[src/rtl/present_masked_pkg.sv]
// Shared constants and helpers for the masked PRESENT S-box layer.
package present_masked_pkg;

    localparam int NIBBLES_DEF = 16;
    localparam int W_DEF       = 4 * NIBBLES_DEF;

    // Nibble i of this constant is S(i).
    localparam logic [63:0] SBOX = 64'h21748FE3DA09B65C;

    typedef enum logic [1:0] {
        ST_IDLE,
        ST_FEED,
        ST_DRAIN,
        ST_DONE
    } state_e;

    function automatic int rand_width(input int shares);
        return 4 * shares * (shares - 1) / 2;
    endfunction

    // Bit 16*j+m is set when monomial m (bit set of input bits) appears in output bit j.
    function automatic logic [63:0] sbox_anf();
        logic [15:0] t;
        logic [63:0] res;
        res = '0;
        for (int j = 0; j < 4; j++) begin
            for (int x = 0; x < 16; x++) t[x] = SBOX[4*x+j];
            for (int b = 0; b < 4; b++)
                for (int m = 0; m < 16; m++)
                    if (m[b]) t[m] = t[m] ^ t[m ^ (1 << b)];
            res[16*j +: 16] = t;
        end
        return res;
    endfunction

endpackage

[src/rtl/present_sbox_core_masked.sv]
// One shared nibble through the masked PRESENT S-box; CORE_LAT cycles, no stall.
// Cross-domain products are blinded with fresh r before the first register.
module present_sbox_core_masked
    import present_masked_pkg::*;
#(
    parameter int SHARES      = 2,
    parameter int CORE_LAT    = 1,
    parameter int LOW_LATENCY = 0,
    parameter int RAND_W      = rand_width(SHARES)
) (
    input  logic                  clk,
    input  logic [4*SHARES-1:0]   x,
    input  logic [RAND_W-1:0]     r,
    output logic [4*SHARES-1:0]   y
);
    localparam logic [63:0] ANF   = sbox_anf();
    localparam int          EXTRA = (CORE_LAT > 1) ? CORE_LAT - 1 : 1;

    logic [3:0]          xs      [SHARES];
    logic [3:0]          lin     [SHARES];
    logic [3:0]          xdom    [SHARES];
    logic [3:0]          lin_q   [SHARES];
    logic [3:0]          xdom_q  [SHARES];
    logic [4*SHARES-1:0] y1;
    logic [4*SHARES-1:0] dly_q   [EXTRA];
    logic [RAND_W-1:0]   rr;
    logic                term;
    logic                same;
    int                  first;

    always_comb begin
        rr    = r;
        term  = 1'b0;
        same  = 1'b0;
        first = 0;
        for (int s = 0; s < SHARES; s++) begin
            xs[s]   = x[4*s +: 4];
            lin[s]  = '0;
            xdom[s] = '0;
        end
        for (int j = 0; j < 4; j++) begin
            if (ANF[16*j]) lin[0][j] = ~lin[0][j];
            // Expand each monomial over share tuples; a term lands in the share of its lowest variable.
            for (int m = 1; m < 16; m++) begin
                if (ANF[16*j+m]) begin
                    for (int a = 0; a < SHARES; a++)
                    for (int b = 0; b < SHARES; b++)
                    for (int c = 0; c < SHARES; c++)
                    for (int d = 0; d < SHARES; d++) begin
                        if ((m[0] || a == 0) && (m[1] || b == 0) && (m[2] || c == 0) && (m[3] || d == 0)) begin
                            term  = (!m[0] || xs[a][0]) && (!m[1] || xs[b][1]) &&
                                    (!m[2] || xs[c][2]) && (!m[3] || xs[d][3]);
                            first = m[0] ? a : (m[1] ? b : (m[2] ? c : d));
                            same  = (!m[0] || a == first) && (!m[1] || b == first) &&
                                    (!m[2] || c == first) && (!m[3] || d == first);
                            for (int s = 0; s < SHARES; s++) begin
                                if (s == first) begin
                                    if (same) lin[s][j]  = lin[s][j] ^ term;
                                    else      xdom[s][j] = xdom[s][j] ^ term;
                                end
                            end
                        end
                    end
                end
            end
            for (int i = 0; i < SHARES; i++) begin
                for (int k = i + 1; k < SHARES; k++) begin
                    xdom[i][j] = xdom[i][j] ^ rr[0];
                    xdom[k][j] = xdom[k][j] ^ rr[0];
                    rr = rr >> 1;
                end
            end
        end
    end

    always_ff @(posedge clk) begin
        for (int s = 0; s < SHARES; s++) begin
            if (LOW_LATENCY != 0) begin
                xdom_q[s] <= xdom[s] ^ lin[s];
                lin_q[s]  <= '0;
            end else begin
                xdom_q[s] <= xdom[s];
                lin_q[s]  <= lin[s];
            end
        end
        dly_q[0] <= y1;
        for (int l = 1; l < EXTRA; l++) dly_q[l] <= dly_q[l-1];
    end

    always_comb begin
        y1 = '0;
        for (int s = 0; s < SHARES; s++) y1[4*s +: 4] = xdom_q[s] ^ lin_q[s];
    end

    assign y = (CORE_LAT > 1) ? dly_q[EXTRA-1] : y1;

endmodule

[src/rtl/present_sbox_layer_serial_masked.sv]
// Nibble-serial masked PRESENT S-box layer; start-to-done NIBBLES+CORE_LAT+1 cycles.
// No backpressure: r must be valid whenever r_req is high; start is ignored unless idle.
module present_sbox_layer_serial_masked
    import present_masked_pkg::*;
#(
    parameter int SHARES      = 2,
    parameter int NIBBLES     = NIBBLES_DEF,
    parameter int CORE_LAT    = 1,
    parameter int LOW_LATENCY = 0,
    parameter int RAND_W      = rand_width(SHARES)
) (
    input  logic                        clk,
    input  logic                        rst,
    input  logic                        start,
    input  logic [SHARES*4*NIBBLES-1:0] state_in,
    input  logic [RAND_W-1:0]           r,
    output logic                        r_req,
    output logic                        busy,
    output logic                        done,
    output logic [SHARES*4*NIBBLES-1:0] state_out
);
    localparam int             W          = 4 * NIBBLES;
    localparam int             CW         = (NIBBLES > 1) ? $clog2(NIBBLES) : 1;
    localparam logic [CW-1:0]  LAST       = CW'(NIBBLES - 1);
    localparam logic [CW-1:0]  DRAIN_LAST = CW'(CORE_LAT - 1);

    state_e              state_q, state_d;
    logic [CW-1:0]       cnt_q;
    logic [CW-1:0]       out_idx_q;
    logic [W-1:0]        sreg_q [SHARES];
    logic [CORE_LAT-1:0] vld_q;
    logic [4*SHARES-1:0] core_x;
    logic [4*SHARES-1:0] core_y;
    logic                issue;

    always_comb begin
        state_d = state_q;
        case (state_q)
            ST_IDLE:  if (start) state_d = ST_FEED;
            ST_FEED:  if (cnt_q == LAST) state_d = ST_DRAIN;
            ST_DRAIN: if (cnt_q == DRAIN_LAST) state_d = ST_DONE;
            ST_DONE:  state_d = ST_IDLE;
            default:  state_d = ST_IDLE;
        endcase
        issue = (state_q == ST_FEED);
        r_req = issue;
        busy  = (state_q != ST_IDLE);
        done  = (state_q == ST_DONE);
    end

    always_comb begin
        core_x = '0;
        for (int s = 0; s < SHARES; s++) core_x[4*s +: 4] = sreg_q[s][3:0];
    end

    present_sbox_core_masked #(
        .SHARES      (SHARES),
        .CORE_LAT    (CORE_LAT),
        .LOW_LATENCY (LOW_LATENCY),
        .RAND_W      (RAND_W)
    ) u_core (
        .clk (clk),
        .x   (core_x),
        .r   (r),
        .y   (core_y)
    );

    always_ff @(posedge clk) begin
        if (rst) begin
            state_q   <= ST_IDLE;
            cnt_q     <= '0;
            out_idx_q <= '0;
            vld_q     <= '0;
            state_out <= '0;
            for (int s = 0; s < SHARES; s++) sreg_q[s] <= '0;
        end else begin
            state_q  <= state_d;
            vld_q[0] <= issue;
            for (int l = 1; l < CORE_LAT; l++) vld_q[l] <= vld_q[l-1];
            case (state_q)
                ST_IDLE: begin
                    if (start) begin
                        cnt_q     <= '0;
                        out_idx_q <= '0;
                        for (int s = 0; s < SHARES; s++) sreg_q[s] <= state_in[W*s +: W];
                    end
                end
                ST_FEED: begin
                    for (int s = 0; s < SHARES; s++) sreg_q[s] <= sreg_q[s] >> 4;
                    cnt_q <= (cnt_q == LAST) ? '0 : cnt_q + 1'b1;
                end
                ST_DRAIN: cnt_q <= cnt_q + 1'b1;
                default:  cnt_q <= '0;
            endcase
            // Each share's result nibble goes back to the same position in its own share.
            if (vld_q[CORE_LAT-1]) begin
                for (int s = 0; s < SHARES; s++) state_out[W*s + 4*out_idx_q +: 4] <= core_y[4*s +: 4];
                out_idx_q <= (out_idx_q == LAST) ? '0 : out_idx_q + 1'b1;
            end
        end
    end

endmodule
[config.mk]
export PLATFORM = sky130hd
export DESIGN_NAME = present_sbox_layer_serial_masked
export DESIGN_NICKNAME = d
export VERILOG_FILES = /design/src/rtl/present_masked_pkg.sv /design/src/rtl/present_sbox_core_masked.sv /design/src/rtl/present_sbox_layer_serial_masked.sv
export SDC_FILE = /design/constraint.sdc
export NUM_CORES = 1
export LEC_CHECK = 0
export ABC_AREA = 1
export BUFFER_PORTS_ARGS = -buffer_cell sky130_fd_sc_hd__buf_2
export CORE_MARGIN = 2
export CORE_UTILIZATION = 60
export DETAILED_ROUTE_END_ITERATION = 16
export GPL_TIMING_DRIVEN = 0
export PLACE_DENSITY = 0.85
export SETUP_SLACK_MARGIN = 0.15
export SKIP_CTS_REPAIR_TIMING = 1
export SYNTH_ARGS = -nofsm -noshare
export SYNTH_HDL_FRONTEND = slang
export SYNTH_HIERARCHICAL = 1
export SYNTH_SLANG_ARGS = --single-unit
[constraint.sdc]
create_clock -name clk -period 11.7 [get_ports clk]
set_clock_uncertainty 0.05 [all_clocks]
set_input_delay 2.34 -clock clk [delete_from_list [all_inputs] [get_ports clk]]
set_output_delay 2.34 -clock clk [all_outputs]
set_load 0.05 [all_outputs]
## Word-level counts from Yosys, hierarchy flattened

Memory sizes are Yosys's and may differ from the RTL's.
Cells that the tools add are included.

| storage, ports and cells | value |
|---|---|
| output and inout bits | 131 |
| memories kept | 3 |
| latch bits | 0 |
| RAM bits | 144 |
| register bits | 139 |
| memory bits (read-only) | 0 |
| bits of input ports | 135 |
| word-level logic and storage cells | 217 |

| operators by class | value |
|---|---|
| divide/modulo/power cells | 0 |
| shift operators | 4 |
| bitwise operators | 112 |
| magnitude comparators | 0 |
| add/subtract/negate cells | 5 |
| reduce and logical (&&, ||, !) cells | 55 |
| $mul | 0 |
| muxes and demuxes | 25 |
| equality and inequality tests | 8 |

Memories:

| name | depth | bits a word | read ports | clocked after memory_dff | write ports | RTL line | text |
|---|---|---|---|---|---|---|---|
| sreg_q | 2 | 64 | 2 | 0 | 2 | present_sbox_layer_serial_masked.sv:30 | `logic [W-1:0] sreg_q [SHARES];` |
| u_core.lin_q | 2 | 4 | 2 | 0 | 2 | present_sbox_core_masked.sv:22 | `logic [3:0] lin_q [SHARES];` |
| u_core.xdom_q | 2 | 4 | 2 | 0 | 2 | present_sbox_core_masked.sv:23 | `logic [3:0] xdom_q [SHARES];` |

Operators by type and width:

| kind | count |
|---|---|
| bitwise mux 128 bit | 2 |
| 2-to-1 mux 64 bit | 4 |
| variable shift 4 x 34 -> 128 bit, first input constant | 2 |
| variable part select 4 x 34 -> 128 bit | 2 |
| bitwise XOR 1 bit | 104 |
| logical AND 1 bit | 48 |
| negation 6 -> 34 bit | 1 |
| negation 8 -> 34 bit | 1 |
| 2-to-1 mux 4 bit | 5 |
| one-hot mux 4 bit (3 select lines) | 1 |
| 2-to-1 mux 1 bit | 9 |
| adder 4 x 1 -> 4 bit, second input constant | 2 |
| adder 7 x 6 -> 8 bit, first input constant | 1 |
| == test 4 bit, second input constant | 2 |
| one-hot mux 2 bit (4 select lines) | 1 |
| bitwise XOR 4 bit | 2 |
| 2-to-1 mux 2 bit | 3 |
| nonzero test 2 bit | 3 |
| == test 2 bit, second input constant | 2 |
| logical NOT 4 bit | 1 |
| inequality test 2 bit, second input constant | 2 |
| OR 1 bit | 4 |
| AND reduction 3 bit | 1 |
| == test 2 x 1 -> 1 bit, second input constant | 1 |
| 4 further kinds | 5 |

## Logic depth before layout (Yosys ltp)

Gate-level depths: netlist (run 1).
An unclocked memory read counts as a cell.

| depth | value |
|---|---|
| depth after elaboration | 14 |
| gate-level depth with buffers | 14 |
| mapped depth without buffers | 13 |

## Hierarchy

The synthesis (run 1) kept the hierarchy.

Modules (own cells, without submodules):

| module | area an instance (um^2) | cells an instance | instances | sequential area each (um^2) |
|---|---|---|---|---|
| present_sbox_layer_serial_masked | 12589.6 | 1421 | 1 | 6626.4 |
| present_sbox_core_masked | 1741.7 | 284 | 1 | 320.3 |

## Least setup slack after synthesis (run 1)

No wires, ideal clock.

| timing path | value |
|---|---|
| kind | input to register |
| from | in rst |
| to | mem sreg_q[0][0] (netlist bit) (enable) |
| required time | 10535 ps |
| cell stages on the path | 5 |
| arrival | 5254 ps |
| path buffers | 3 |
| library setup time | 1115 ps |
| path slack | 5281 ps |
| cells stage by stage | clkbuf_1 nor2_1 clkbuf_1 buf_2 nand2_1 |

RTL lines:

| what | RTL line | text |
|---|---|---|
| start, declared | present_sbox_layer_serial_masked.sv:13 | `input logic rst,` |
| end, declared | present_sbox_layer_serial_masked.sv:30 |  |

==> flow_summary.html, run 1 <==
<table>
<tr><th>Metric</th><th>Value</th></tr>
<tr><th colspan="2">Yosys</th></tr>
<tr><td>Average cell area after synthesis</td><td>around 8.4 µm²</td></tr>
<tr><td>Post-synthesis net count</td><td>1861</td></tr>
<tr><td>Post-synthesis cell type with the largest combined area</td><td>edfxtp_1</td></tr>
<tr><td>Distinct cell type count after synthesis</td><td>43</td></tr>
<tr><td>Gate count after technology mapping</td><td>1705</td></tr>
<tr><td>Yosys top cell area share</td><td>a little over a quarter</td></tr>
<tr><td>Netlist area before placement</td><td>14300 µm²</td></tr>
<tr><td>Dominant cells by area after synthesis</td><td>edfxtp_1 (27%), dfxtp_1 (22%), nand2_1 (9.5%)</td></tr>
<tr><td>Count of warnings emitted by yosys</td><td>6</td></tr>
<tr><td>Post-synthesis sequential area ratio</td><td>around half</td></tr>
<tr><td>Post-synthesis register bit count</td><td>283</td></tr>
<tr><th colspan="2">Placed design</th></tr>
<tr><td>HPWL reported at the end of detailed placement</td><td>~33000 µm</td></tr>
<tr><td>Count of input and output buffers</td><td>264</td></tr>
<tr><td>Placed Area</td><td>around 16000 µm²</td></tr>
<tr><td>Cell count after placement</td><td>2289</td></tr>
<tr><td>Worst slack at placement</td><td>6.71 ns</td></tr>
<tr><td>Placer's final routability congestion estimate</td><td>0.978</td></tr>
<tr><th colspan="2">Clock tree</th></tr>
<tr><td>Clock transition at the registers of the reported paths</td><td>0.06 ns</td></tr>
<tr><td>Buffer levels on the longest clock path</td><td>3</td></tr>
<tr><td>Source-to-sink clock delay at the later pin of the worst-skew pair</td><td>0.58 ns</td></tr>
<tr><td>Root cell of the clock tree</td><td>clkbuf_16</td></tr>
<tr><td>CTS tree</td><td>done</td></tr>
<tr><td>Number of buffers inserted during clock tree synthesis</td><td>29</td></tr>
<tr><td>H-tree depth</td><td>1</td></tr>
<tr><td>TritonCTS Sinks</td><td>around 280</td></tr>
<tr><th colspan="2">Setup path</th></tr>
<tr><td>Required time of the worst setup path</td><td>11.94 ns</td></tr>
<tr><td>R2R setup slack</td><td>8.36 ns</td></tr>
<tr><td>Path length in cells of the critical path</td><td>6</td></tr>
<tr><td>Slowest library cell on the worst path</td><td>clkbuf_1</td></tr>
<tr><td>Number of buffers and inverters on the critical path</td><td>4</td></tr>
<tr><td>Depth of the most critical reg-to-reg path</td><td>7</td></tr>
<tr><td>Critical path data arrival time</td><td>between 4 and 5 ns</td></tr>
<tr><td>Most common cell type on the critical path</td><td>clkbuf_1</td></tr>
<tr><td>Crit Reg-Reg Endpoint</td><td>sreg_q[0][1]</td></tr>
<tr><td>Type of destination of the critical path</td><td>flop</td></tr>
<tr><td>Launching point of the worst reg2reg path</td><td>state_q[1]</td></tr>
<tr><td>Crit start category</td><td>input pin</td></tr>
<tr><td>Worst path max stage delay</td><td>0.54 ns</td></tr>
<tr><td>Worst-path maximum fanout</td><td>68</td></tr>
<tr><td>Crit Path Category</td><td>input pin to flop</td></tr>
<tr><td>CP top delay family</td><td>buffers and inverters</td></tr>
<tr><td>Cells traversed along the worst timing path</td><td>clkbuf_1, nor2_1, clkbuf_1, buf_2, nand2_4, buf_16</td></tr>
<tr><th colspan="2">STA</th></tr>
<tr><td>Worst hold slack across all endpoints</td><td>around 0.40 ns</td></tr>
<tr><td>Peak clock frequency supported by timing</td><td>roughly 220 MHz</td></tr>
<tr><td>Worst Slack Setup Final</td><td>7.19 ns</td></tr>
<tr><td>Transition time at the pin with the least slew margin</td><td>just under 1 ns</td></tr>
<tr><td>Final Hold Viols</td><td>0</td></tr>
<tr><td>Relative max-transition margin</td><td>35.4%</td></tr>
<tr><td>Total negative slack for setup checks</td><td>0 ns</td></tr>
<tr><td>Count of pins over their slew limit</td><td>0</td></tr>
<tr><td>Unrepaired setup endpoints after global routing</td><td>false</td></tr>
<tr><td>Clock period minus final worst setup slack</td><td>4.51 ns</td></tr>
<tr><td>Setup violation total in the final timing report</td><td>0</td></tr>
<tr><td>Portion of the clock cycle consumed by the worst path in the final layout</td><td>around two fifths</td></tr>
<tr><th colspan="2">Worst hold path</th></tr>
<tr><td>Worst hold path class</td><td>flop to flop</td></tr>
<tr><td>Worst Hold Depth</td><td>2</td></tr>
<tr><td>Destination of the worst hold path</td><td>state_out[87]</td></tr>
<tr><td>Startpoint of the worst hold path</td><td>state_out[87]</td></tr>
<tr><th colspan="2">Finish</th></tr>
<tr><td>Combined flip-flop and latch cell area</td><td>slightly below 7000 µm²</td></tr>
<tr><td>Total area of multi-input combinational cells</td><td>6280 µm²</td></tr>
<tr><td>Core utilization of the finished layout</td><td>73.1%</td></tr>
<tr><td>Non-Filler Cell Area, Final</td><td>17200 µm²</td></tr>
<tr><td>Net count of the finished layout</td><td>2157</td></tr>
<tr><td>Non-filler cells, final</td><td>2345</td></tr>
<tr><td>Proportion of layout cells with a drive suffix above 1</td><td>~20%</td></tr>
<tr><td>Layout Area Growth over Synthesis</td><td>19.7%</td></tr>
<tr><td># fillers</td><td>~1800</td></tr>
<tr><th colspan="2">Die</th></tr>
<tr><td>Overall die width</td><td>roughly 160 µm</td></tr>
<tr><td>Height of the die</td><td>159 µm</td></tr>
<tr><td>Die outline area</td><td>25100 µm²</td></tr>
<tr><td>Num ports</td><td>266</td></tr>
<tr><td>Initial core utilization</td><td>61.1%</td></tr>
<tr><td>Area of the core</td><td>23500 µm²</td></tr>
<tr><td>Total number of placement rows</td><td>56</td></tr>
<tr><th colspan="2">Global route</th></tr>
<tr><td>Via count of the first global-routing pass</td><td>12900</td></tr>
<tr><td>Largest net degree at the start of global routing</td><td>about 70</td></tr>
<tr><td>Antenna violations before repair</td><td>9</td></tr>
<tr><td>Overall fraction of global-route tracks in use</td><td>approximately a third</td></tr>
<tr><td>Global-route wire length before repair</td><td>67800 µm</td></tr>
<tr><td>Total grt overflow</td><td>0</td></tr>
<tr><th colspan="2">Detailed routing</th></tr>
<tr><td>Via-to-Cell Ratio</td><td>5.91</td></tr>
<tr><td>Starting DRC count in detailed routing</td><td>1445</td></tr>
<tr><td>Drc violations</td><td>0</td></tr>
<tr><td>Routed len/inst</td><td>19.0 µm</td></tr>
<tr><td>Routed via count</td><td>13900</td></tr>
<tr><td>Number of iterations in the first detailed-routing pass</td><td>6</td></tr>
<tr><td>Total wirelength of the detailed-routed design</td><td>44600 µm</td></tr>
<tr><td>Number of nets with antenna violations after detailed routing</td><td>0</td></tr>
<tr><th colspan="2">Pwr</th></tr>
<tr><td>Total power consumption of the routed design</td><td>3.56 mW</td></tr>
<tr><td>Max rail drop VDD</td><td>approximately 170 µV</td></tr>
<tr><td>Pleak</td><td>7.80 nW</td></tr>
<tr><td>Power per standard cell area</td><td>208 nW/µm²</td></tr>
<tr><th colspan="2">Outcome</th></tr>
<tr><td>Outcome</td><td>complete, no violations</td></tr>
<tr><th colspan="2">Flow run</th></tr>
<tr><td># Max-Cap Violations</td><td>0</td></tr>
</table>
[how the worst max path moves through the flow]
stage                          endpoint  startpoint  slack (ns)
after floorplan            sreg_q[0][0]         rst        5.28
final                      sreg_q[0][1]         rst        7.19
after detailed placement  sreg_q[0][98]         rst        6.71
after global placement    sreg_q[0][67]         rst        3.69
after global routing      sreg_q[0][77]         rst        7.08
after CTS                  sreg_q[0][1]         rst        7.22
[Yosys cell counts]
library cell,n
o31ai_1,4
o22ai_1,10
nand4_2,2
o21bai_1,3
nor3_2,8
ha_1,21
edfxtp_1,128
xor2_1,29
o21ai_0,89
nor3_1,17
xnor2_2,1
nor2_1,186
nand4_1,24
nor2_8,2
clkbuf_2,1
clkbuf_1,60
o31a_1,1
nand3_4,1
nand3_2,2
buf_2,12
dfxtp_1,155
a31oi_1,17
a21oi_2,3
nand3b_1,7
clkinv_1,1
inv_2,16
buf_4,9
nand2_2,9
buf_6,5
nor2_2,5
o211ai_1,1
inv_1,161
o21ai_1,6
nor2_4,3
buf_1,9
or2_0,1
a32o_1,120
o211ai_2,1
nand3_1,118
a21oi_1,79
a211oi_1,3
xnor2_1,14
nand2_1,361
[flip-flops by register name, indices dropped and copies added, names as in the netlist]
signal         count
vld_q              1
state_q            2
out_idx_q          4
u_core/lin_q       8
sreg_q           128
cnt_q              4
u_core/xdom_q      8
state_out        128
[area by class of cell]
class	instances	area share (%)
Tap cell	319	2.33
Sequential cell	283	40.5
Multi-Input combinational cell	1148	36.6
Antenna cell	2	0.0292
Timing Repair Buffer	265	7.86
Clock buffer	44	5.21
Buffer	96	2.61
Inverter	178	3.90
Clock inverter	10	0.963
[tightest hold or removal path, delay by kind of cell, from the launching register on]
family          cells  cell delay (ns)
flops               1             0.31
compound gates      1             0.05
buf+inv             1             0.05
[cell families (layout without fill, tap and decap cells)]
| kind of cell | Yosys count | in the layout | share of synthesized area (%) |
|---|---|---|---|
| AO/OA/AOI/OAI | 337 | 337 | 16.5 |
| buffers and inverters | 274 | 593 | 7.79 |
| XOR/XNOR | 44 | 44 | 2.74 |
| flip-flops | 283 | 283 | 48.5 |
| other | 0 | 2 | 0 |
| AND/OR/NAND/NOR | 746 | 746 | 22.6 |
| adder cells (fa/ha/maj) | 21 | 21 | 1.83 |
[routing by layer]
metal | up-vias | GRT usage (%) | routed length [µm]
li1 | 6473 | - | -
met5 | - | 0 | 68
met1 | 6452 | 43.0 | 16900
met4 | 10 | 15.2 | 2080
met2 | 764 | 57.7 | 20700
met3 | 163 | 8.87 | 4830
[power by group]
part	internal, mW	switching, mW	total [mW]
clock network	0.615	0.396	1.01
registers	1.31	0.0991	1.41
logic	0.327	0.819	1.15
[layout by cell type, fill, tap and decap left out, types with 5 or more instances in the layout]
cell type	instances
a21oi_1	79
a31oi_1	17
a32o_1	120
buf_1	9
buf_2	276
buf_4	9
buf_6	5
clkbuf_1	65
clkbuf_16	30
clkbuf_8	9
dfxtp_1	155
edfxtp_1	128
ha_1	21
inv_1	161
inv_2	16
nand2_1	360
nand2_2	9
nand3_1	118
nand3b_1	7
nand4_1	24
nor2_1	186
nor2_2	5
nor3_1	17
nor3_2	8
o21ai_0	89
o21ai_1	6
o22ai_1	10
xnor2_1	14
xor2_1	29
No activity file was read; power rests on OpenSTA's default activity.
==> run 2, diff against run 1 <==
--- a/config.mk
+++ b/config.mk
@@ -5,13 +5,13 @@
 export SDC_FILE = /design/constraint.sdc
 export NUM_CORES = 1
 export LEC_CHECK = 0
-export ABC_AREA = 1
+export ABC_AREA = 0
 export BUFFER_PORTS_ARGS = -buffer_cell sky130_fd_sc_hd__buf_2
 export CORE_MARGIN = 2
-export CORE_UTILIZATION = 60
+export CORE_UTILIZATION = 55
 export DETAILED_ROUTE_END_ITERATION = 16
 export GPL_TIMING_DRIVEN = 0
-export PLACE_DENSITY = 0.85
+export PLACE_DENSITY = 0.8
 export SETUP_SLACK_MARGIN = 0.15
 export SKIP_CTS_REPAIR_TIMING = 1
 export SYNTH_ARGS = -nofsm -noshare
==> constraint.sdc (replaced) <==
create_clock -name clk -period 4.5 [get_ports clk]
set_clock_uncertainty 0.05 [all_clocks]
set_input_delay 0.9 -clock clk [delete_from_list [all_inputs] [get_ports clk]]
set_output_delay 0.9 -clock clk [all_outputs]
set_load 0.05 [all_outputs]
==> run 2 against run 1 <==
  * Via count is 23% lower
  * Total power is 150% higher
  * Critical path depth is 4 higher
  * Synthesized cell count is 31% lower
  * Non-clock buffer count decreased by 7
  * Hold slack better by 0.0022 ns
  * Sequential power rose to 2.6 times the previous value
  * Global-route usage decreased by 6.1 points
  * Worst setup slack lost 6.4 ns
  * Sequential share of layout area increased by 3.4 points
  * Register-to-register slack worse by 7.6 ns
  * Largest cell class unchanged
  * Largest power group unchanged
==> flow_summary.html, run 2 <==
<table>
<tr><th>Metric</th><th>Value</th></tr>
<tr><th colspan="2">Finish</th></tr>
<tr><td>Combined flip-flop and latch cell area</td><td>6950 µm²</td></tr>
<tr><td>Non-filler cells, final</td><td>approximately 1800</td></tr>
<tr><td>Proportion of layout cells with a drive suffix above 1</td><td>25.2%</td></tr>
<tr><td># fillers</td><td>approximately 1800</td></tr>
<tr><td>Layout Area Growth over Synthesis</td><td>20.9%</td></tr>
<tr><td>Registers with the most flip-flops</td><td>sreg_q (128), state_out (128)</td></tr>
<tr><td>Total area of multi-input combinational cells</td><td>approximately 5700 µm²</td></tr>
<tr><td>Core utilization of the finished layout</td><td>67.6%</td></tr>
<tr><td>Leading cell type in the layout, fill and taps excluded</td><td>buf_2</td></tr>
<tr><td>Net count of the finished layout</td><td>1622</td></tr>
<tr><td>Commonest cells after routing, fill and taps aside</td><td>buf_2 (283), dfxtp_1 (155), a22o_1 (139)</td></tr>
<tr><th colspan="2">Die</th></tr>
<tr><td>Height of the die</td><td>158 µm</td></tr>
<tr><td>Die outline area</td><td>25100 µm²</td></tr>
<tr><td>Area of the core</td><td>approximately 23000 µm²</td></tr>
<tr><td>Overall die width</td><td>158 µm</td></tr>
<tr><td>Num ports</td><td>roughly 270</td></tr>
<tr><td>Initial core utilization</td><td>56.0%</td></tr>
<tr><td>Total number of placement rows</td><td>56</td></tr>
<tr><th colspan="2">Setup path</th></tr>
<tr><td>R2R setup slack</td><td>0.76 ns</td></tr>
<tr><td>Critical path data arrival time</td><td>4.13 ns</td></tr>
<tr><td>Crit start category</td><td>flop</td></tr>
<tr><td>Worst-path maximum fanout</td><td>10</td></tr>
<tr><td>Type of destination of the critical path</td><td>flop</td></tr>
<tr><td>Required time of the worst setup path</td><td>4.89 ns</td></tr>
<tr><td>Crit Path Category</td><td>flop to flop</td></tr>
<tr><th colspan="2">Flow run</th></tr>
<tr><td># Max-Cap Violations</td><td>0</td></tr>
<tr><th colspan="2">Placed design</th></tr>
<tr><td>Count of input and output buffers</td><td>265</td></tr>
<tr><td>Placer's final routability congestion estimate</td><td>0.972</td></tr>
<tr><td>Cell count after placement</td><td>1753</td></tr>
<tr><td>HPWL reported at the end of detailed placement</td><td>26800 µm</td></tr>
<tr><th colspan="2">STA</th></tr>
<tr><td>Final Hold Viols</td><td>0</td></tr>
<tr><td>Peak clock frequency supported by timing</td><td>267 MHz</td></tr>
<tr><td>Transition time at the pin with the least slew margin</td><td>1.12 ns</td></tr>
<tr><td>Portion of the clock cycle consumed by the worst path in the final layout</td><td>83.1%</td></tr>
<tr><td>Unrepaired setup endpoints after global routing</td><td>false</td></tr>
<tr><td>Count of pins over their slew limit</td><td>0</td></tr>
<tr><td>Clock period minus final worst setup slack</td><td>approximately 3.7 ns</td></tr>
<tr><td>Relative max-transition margin</td><td>25.1%</td></tr>
<tr><td>Setup violation total in the final timing report</td><td>0</td></tr>
<tr><th colspan="2">Yosys</th></tr>
<tr><td>Post-synthesis sequential area ratio</td><td>53.0%</td></tr>
<tr><td>Gate count after technology mapping</td><td>1169</td></tr>
<tr><td>Post-synthesis cell type with the largest combined area</td><td>edfxtp_1</td></tr>
<tr><td>Average cell area after synthesis</td><td>11.2 µm²</td></tr>
<tr><td>Count of warnings emitted by yosys</td><td>6</td></tr>
<tr><td>Synth top cells by count</td><td>dfxtp_1 (155), a22o_1 (139), edfxtp_1 (128), nor2_1 (79), mux2i_1 (76)</td></tr>
<tr><td>Netlist area before placement</td><td>13100 µm²</td></tr>
<tr><td>Library cell with the highest instance count after synthesis</td><td>dfxtp_1</td></tr>
<tr><td>Dominant cells by area after synthesis</td><td>edfxtp_1 (29%), dfxtp_1 (24%), a22o_1 (9.3%)</td></tr>
<tr><td>Count of flip-flops with a built-in enable after synthesis</td><td>128</td></tr>
<tr><td>Most frequently used flop master after synthesis</td><td>dfxtp_1</td></tr>
<tr><td>Share of synthesized cell area in full adder, half adder and majority cells</td><td>2.01%</td></tr>
<tr><td>Combinational family with the most area after synthesis</td><td>compound AO/OA/AOI/OAI gates</td></tr>
<tr><td>Mux cell area share after synthesis</td><td>6.58%</td></tr>
<tr><td>Simple-gate share of the synthesized area</td><td>12.0%</td></tr>
<tr><td>Yosys top cell area share</td><td>29.3%</td></tr>
<tr><td>Synth Area in Compound Gates</td><td>18.5%</td></tr>
<tr><td>Xor-xnor portion of the synthesized cell area</td><td>~4.2%</td></tr>
<tr><td>Post-synth ARST share</td><td>0%</td></tr>
<tr><td>Post-synthesis register bit count</td><td>approximately 280</td></tr>
<tr><td>Distinct cell type count after synthesis</td><td>between 80 and 90</td></tr>
<tr><td>Post-synthesis net count</td><td>around 1300</td></tr>
<tr><th colspan="2">Clock tree</th></tr>
<tr><td>Clock transition at the registers of the reported paths</td><td>0.06 ns</td></tr>
<tr><td>Root cell of the clock tree</td><td>clkbuf_16</td></tr>
<tr><td>TritonCTS Sinks</td><td>between 200 and 300</td></tr>
<tr><td>Source-to-sink clock delay at the later pin of the worst-skew pair</td><td>around 0.56 ns</td></tr>
<tr><td>CTS tree</td><td>done</td></tr>
<tr><td>H-tree depth</td><td>1</td></tr>
<tr><td>Buffer levels on the longest clock path</td><td>3</td></tr>
<tr><td>Number of buffers inserted during clock tree synthesis</td><td>30</td></tr>
<tr><th colspan="2">Global route</th></tr>
<tr><td>Total grt overflow</td><td>0</td></tr>
<tr><td>Via count of the first global-routing pass</td><td>about 10000</td></tr>
<tr><td>Largest net degree at the start of global routing</td><td>129</td></tr>
<tr><td>Antenna violations before repair</td><td>9</td></tr>
<tr><td>Overall fraction of global-route tracks in use</td><td>~29%</td></tr>
<tr><td>Global-route wire length before repair</td><td>55600 µm</td></tr>
<tr><th colspan="2">Detailed routing</th></tr>
<tr><td>Total wirelength of the detailed-routed design</td><td>36900 µm</td></tr>
<tr><td>Starting DRC count in detailed routing</td><td>867</td></tr>
<tr><td>Via-to-Cell Ratio</td><td>5.90</td></tr>
<tr><td>Number of iterations in the first detailed-routing pass</td><td>5</td></tr>
<tr><td>Drc violations</td><td>0</td></tr>
<tr><td>Routed len/inst</td><td>a little over 20 µm</td></tr>
<tr><td>Number of nets with antenna violations after detailed routing</td><td>0</td></tr>
<tr><td>Routed via count</td><td>10700</td></tr>
<tr><th colspan="2">Pwr</th></tr>
<tr><td>Power per standard cell area</td><td>554 nW/µm²</td></tr>
<tr><td>Pleak</td><td>7.10 nW</td></tr>
<tr><td>Max rail drop VDD</td><td>approximately 420 µV</td></tr>
<tr><th colspan="2">Worst hold path</th></tr>
<tr><td>Worst hold path class</td><td>flop to flop</td></tr>
<tr><th colspan="2">Outcome</th></tr>
<tr><td>Outcome</td><td>complete, no violations</td></tr>
</table>
run 2: final timing paths:
kind,start,endpoint,depth (start not counted)
min,state_out[61],state_out[61],2
min reg2reg,state_out[61],state_out[61],2
max,out_idx_q[0],state_out[39],10
max reg2reg,out_idx_q[0],state_out[39],10
run 2: logic make-up after synthesis:
kind of cell             after synthesis
AND/OR/NAND/NOR                      305
AO/OA/AOI/OAI                        304
flip-flops                           283
buffers and inverters                112
multiplexers                          85
XOR/XNOR                              59
adder cells (fa/ha/maj)               21
run 2: routing by layer:
metal	global-route usage [%]	vias up	wire length [µm]
li1	-	4967	-
met1	37.5	5134	15200
met2	46.7	509	17200
met3	6.31	104	3110
met4	11.0	4	1410
met5	0	-	21
run 2: metrics by stage:
step	area [µm²]	power, mW	hold slack (ns)	worst slack, ns	TNS [ns]
6_report	15800	8.76	0.402	0.761	0
5_1_grt	15800	9.11	0.428	0.576	0
4_1_cts	15800	8.74	0.402	0.812	0
3_5_place_dp	14800	6.32	0.394	0.751	0
3_3_place_gp	14800	6.27	0.389	-0.523	-66.30
2_1_floorplan	13100	5.49	0.412	0.643	0
run 2: power by group:
group	internal (mW)	leakage (nW)	switching [mW]
combinational	0.908	3.95	1.79
clock	1.38	0.482	1.04
sequential	3.41	2.67	0.238
total	5.70	7.10	3.07
run 2: cell type report:
type                       instances  share of cell area [%]
antenna                            8                   0.126
buffer                            89                    2.49
clock buffer                      39                    5.36
clock inverter                    16                   0.767
inverter                          23                   0.545
multi-input combinational        774                    35.9
sequential                       283                    43.9
tap                              319                    2.52
timing repair buffer             265                    8.38
run 2: critical path, stage by stage, from the launching register on:
cell and delay (ns):
dfxtp_1 0.50, buf_1 0.47, inv_1 0.18, ha_1 0.33, ha_1 0.33, clkbuf_1 0.31, clkbuf_1 0.45, nor2b_1 0.43
nand2_1 0.24, mux2i_1 0.23, o2bb2ai_1 0.08
==> run 3, diff against run 2 <==
--- a/config.mk
+++ b/config.mk
@@ -5,13 +5,13 @@
 export SDC_FILE = /design/constraint.sdc
 export NUM_CORES = 1
 export LEC_CHECK = 0
-export ABC_AREA = 0
+export ABC_AREA = 1
 export BUFFER_PORTS_ARGS = -buffer_cell sky130_fd_sc_hd__buf_2
 export CORE_MARGIN = 2
-export CORE_UTILIZATION = 55
+export CORE_UTILIZATION = 51
 export DETAILED_ROUTE_END_ITERATION = 16
 export GPL_TIMING_DRIVEN = 0
-export PLACE_DENSITY = 0.8
+export PLACE_DENSITY = 0.77
 export SETUP_SLACK_MARGIN = 0.15
 export SKIP_CTS_REPAIR_TIMING = 1
 export SYNTH_ARGS = -nofsm -noshare
==> constraint.sdc (replaced) <==
create_clock -name clk -period 3.43 [get_ports clk]
set_clock_uncertainty 0.05 [all_clocks]
set_input_delay 0.686 -clock clk [delete_from_list [all_inputs] [get_ports clk]]
set_output_delay 0.686 -clock clk [all_outputs]
set_load 0.05 [all_outputs]
==> run 3 against run 2 <==
  * Critical endpoint is now state_out[54]
  * First-iteration DRC count up 80%
  * Total power increased by 34%
  * Largest power group unchanged
  * Count of clock-buffer cells in the layout rose by 7
  * Critical path depth increased by 3
==> flow_summary.html, run 3 (synthesized netlist as in run 1, its figures left out) <==
<table>
<tr><th>Metric</th><th>Value</th></tr>
<tr><th colspan="2">Clock tree</th></tr>
<tr><td>TritonCTS Sinks</td><td>283</td></tr>
<tr><td>H-tree depth</td><td>1</td></tr>
<tr><td>Source-to-sink clock delay at the later pin of the worst-skew pair</td><td>0.56 ns</td></tr>
<tr><td>Buffer levels on the longest clock path</td><td>3</td></tr>
<tr><td>Number of buffers inserted during clock tree synthesis</td><td>29</td></tr>
<tr><td>Clock transition at the registers of the reported paths</td><td>0.07 ns</td></tr>
<tr><td>CTS tree</td><td>done</td></tr>
<tr><td>Root cell of the clock tree</td><td>clkbuf_16</td></tr>
<tr><th colspan="2">Die</th></tr>
<tr><td>Initial core utilization</td><td>51.7%</td></tr>
<tr><td>Total number of placement rows</td><td>61</td></tr>
<tr><td>Area of the core</td><td>27700 µm²</td></tr>
<tr><td>Overall die width</td><td>172 µm</td></tr>
<tr><td>Num ports</td><td>266</td></tr>
<tr><td>Height of the die</td><td>172 µm</td></tr>
<tr><td>Die outline area</td><td>29500 µm²</td></tr>
<tr><th colspan="2">Global route</th></tr>
<tr><td>Largest net degree at the start of global routing</td><td>between 100 and 150</td></tr>
<tr><td>Antenna violations before repair</td><td>11</td></tr>
<tr><td>Total grt overflow</td><td>0</td></tr>
<tr><td>Via count of the first global-routing pass</td><td>12800</td></tr>
<tr><td>Overall fraction of global-route tracks in use</td><td>29.1%</td></tr>
<tr><td>Global-route wire length before repair</td><td>67000 µm</td></tr>
<tr><th colspan="2">Setup path</th></tr>
<tr><td>R2R setup slack</td><td>0.34 ns</td></tr>
<tr><td>Launching point of the worst reg2reg path</td><td>out_idx_q[0]</td></tr>
<tr><td>Crit Reg-Reg Endpoint</td><td>state_out[54]</td></tr>
<tr><td>Crit start category</td><td>flop</td></tr>
<tr><td>Most common cell type on the critical path</td><td>nor2_1</td></tr>
<tr><td>Slowest library cell on the worst path</td><td>dfxtp_1</td></tr>
<tr><td>Cells traversed along the worst timing path</td><td>buf_4, inv_2, ha_1, ha_1, buf_6, nor2_8, inv_2, nor2_1, nand2_1, o21ai_1, nand2_2, nor2_1, nor2_1</td></tr>
<tr><td>CP top delay family</td><td>simple AND/OR/NAND/NOR gates</td></tr>
<tr><td>Depth of the most critical reg-to-reg path</td><td>13</td></tr>
<tr><td>Worst path max stage delay</td><td>0.41 ns</td></tr>
<tr><td>Required time of the worst setup path</td><td>~3.8 ns</td></tr>
<tr><td>Type of destination of the critical path</td><td>flop</td></tr>
<tr><td>Critical path data arrival time</td><td>between 3 and 4 ns</td></tr>
<tr><td>Crit Path Category</td><td>flop to flop</td></tr>
<tr><td>Number of buffers and inverters on the critical path</td><td>4</td></tr>
<tr><td>Worst-path maximum fanout</td><td>10</td></tr>
<tr><th colspan="2">Worst hold path</th></tr>
<tr><td>Worst hold path class</td><td>input pin to flop</td></tr>
<tr><td>Destination of the worst hold path</td><td>sreg_q[0][60]</td></tr>
<tr><td>Startpoint of the worst hold path</td><td>state_in[60]</td></tr>
<tr><td>Worst Hold Depth</td><td>3</td></tr>
<tr><th colspan="2">Finish</th></tr>
<tr><td># fillers</td><td>2437</td></tr>
<tr><td>Net count of the finished layout</td><td>between 2000 and 2500</td></tr>
<tr><td>Non-filler cells, final</td><td>2408</td></tr>
<tr><td>Proportion of layout cells with a drive suffix above 1</td><td>between 10% and 20%</td></tr>
<tr><td>Registers with the most flip-flops</td><td>sreg_q (128), state_out (128)</td></tr>
<tr><td>Leading cell type in the layout, fill and taps excluded</td><td>nand2_1</td></tr>
<tr><td>Commonest cells after routing, fill and taps aside</td><td>nand2_1 (360), buf_2 (276), nor2_1 (186)</td></tr>
<tr><td>Layout Area Growth over Synthesis</td><td>19.3%</td></tr>
<tr><th colspan="2">Detailed routing</th></tr>
<tr><td>Starting DRC count in detailed routing</td><td>1561</td></tr>
<tr><td>Routed len/inst</td><td>18.1 µm</td></tr>
<tr><td>Drc violations</td><td>0</td></tr>
<tr><td>Number of nets with antenna violations after detailed routing</td><td>0</td></tr>
<tr><td>Topmost layer with routed signal wires</td><td>met5</td></tr>
<tr><td>Sum of met3 wire segment lengths after detailed routing</td><td>4770 µm</td></tr>
<tr><td>Routed via count</td><td>~13000</td></tr>
<tr><td>Total wirelength of the detailed-routed design</td><td>around 44000 µm</td></tr>
<tr><td>Met2 wire len</td><td>20000 µm</td></tr>
<tr><td>Number of iterations in the first detailed-routing pass</td><td>8</td></tr>
<tr><td>Wire length on met1</td><td>17200 µm</td></tr>
<tr><td>Via-to-Cell Ratio</td><td>roughly 5.6</td></tr>
<tr><th colspan="2">Flow run</th></tr>
<tr><td># Max-Cap Violations</td><td>0</td></tr>
<tr><th colspan="2">STA</th></tr>
<tr><td>Count of pins over their slew limit</td><td>0</td></tr>
<tr><td>Setup violation total in the final timing report</td><td>0</td></tr>
<tr><td>Final Hold Viols</td><td>0</td></tr>
<tr><td>Clock period minus final worst setup slack</td><td>between 3 and 4 ns</td></tr>
<tr><td>Worst Slack Setup Final</td><td>0.338 ns</td></tr>
<tr><td>Unrepaired setup endpoints after global routing</td><td>false</td></tr>
<tr><td>Peak clock frequency supported by timing</td><td>323 MHz</td></tr>
<tr><td>Transition time at the pin with the least slew margin</td><td>0.899 ns</td></tr>
<tr><td>Portion of the clock cycle consumed by the worst path in the final layout</td><td>90.1%</td></tr>
<tr><td>Relative max-transition margin</td><td>40.1%</td></tr>
<tr><th colspan="2">Placed design</th></tr>
<tr><td>Cell count after placement</td><td>2347</td></tr>
<tr><td>Count of input and output buffers</td><td>approximately 260</td></tr>
<tr><td>Placer's final routability congestion estimate</td><td>0.993</td></tr>
<tr><td>HPWL reported at the end of detailed placement</td><td>32300 µm</td></tr>
<tr><td>Worst slack at placement</td><td>0.247 ns</td></tr>
<tr><th colspan="2">Pwr</th></tr>
<tr><td>Total power consumption of the routed design</td><td>11.7 mW</td></tr>
<tr><td>Pleak</td><td>7.73 nW</td></tr>
<tr><td>Max rail drop VDD</td><td>just under 500 µV</td></tr>
<tr><td>Power per standard cell area</td><td>approximately 680 nW/µm²</td></tr>
<tr><th colspan="2">Outcome</th></tr>
<tr><td>Outcome</td><td>complete, no violations</td></tr>
</table>
run 3: changes by cell type in the layout (fill, tap and decap cells not counted), moves of 82 or more:
cell / change
nand2_1: +291
a22o_1: -139
inv_1: +138
a32o_1: +115
nor2_1: +107
nand3_1: +82
run 3: worst max path at each step:
stage | startpoint | end | slack, ns | cells past startpoint
4_1_cts | state_q[1] | sreg_q[0][67] | 0.34 | 6
3_3_place_gp | rst | sreg_q[0][67] | -0.18 | 5
5_1_grt | out_idx_q[0] | state_out[53] | 0.20 | 14
3_5_place_dp | rst | sreg_q[0][67] | 0.25 | 5
2_1_floorplan | state_q[1] | sreg_q[0][0] | 0.55 | 6
6_report | out_idx_q[0] | state_out[54] | 0.34 | 13
run 3: report_power, final:
part           switching [mW]  internal [mW]  leakage (nW)
clock                    1.32           1.76         0.468
sequential              0.331           4.47          2.66
combinational            2.73           1.10          4.61
run 3: worst reg2reg max path, cell delays in order, from the launching register on:
cell,delay [ns]
dfxtp_1,0.41
buf_4,0.24
inv_2,0.11
ha_1,0.28
ha_1,0.32
buf_6,0.17
nor2_8,0.16
inv_2,0.13
nor2_1,0.35
nand2_1,0.22
o21ai_1,0.15
nand2_2,0.15
nor2_1,0.18
nor2_1,0.07
run 3: cell type report:
type / count / area (µm²) / area share [%]
Multi-Input combinational cell: 1149 / 6300 / 36.8
Clock inverter: 7 / 42.5 / 0.249
Buffer: 96 / 448 / 2.62
Inverter: 178 / 668 / 3.91
Timing Repair Buffer: 264 / 1320 / 7.73
Antenna cell: 7 / 17.5 / 0.102
Tap cell: 378 / 473 / 2.77
Clock buffer: 46 / 885 / 5.17
Sequential cell: 283 / 6950 / 40.6
run 3: through the flow:
stage                     utilization [%]  hold slack (ns)  cell area (µm²)  setup TNS (ns)
after floorplan                         -            0.403            14300               0
after global placement               58.2            0.385            16100          -22.91
after detailed placement             58.3            0.392            16100               0
after CTS                            61.6            0.373            17100               0
after global routing                 61.7            0.386            17100               0
final                                61.7            0.381            17100               0
run 3: layer usage:
| layer | vias up | GRT usage [%] |
|---|---|---|
| li1 | 6491 | - |
| met1 | 6201 | 36.4 |
| met2 | 686 | 48.0 |
| met3 | 113 | 8.03 |
| met4 | 8 | 10.9 |
| met5 | - | 0 |
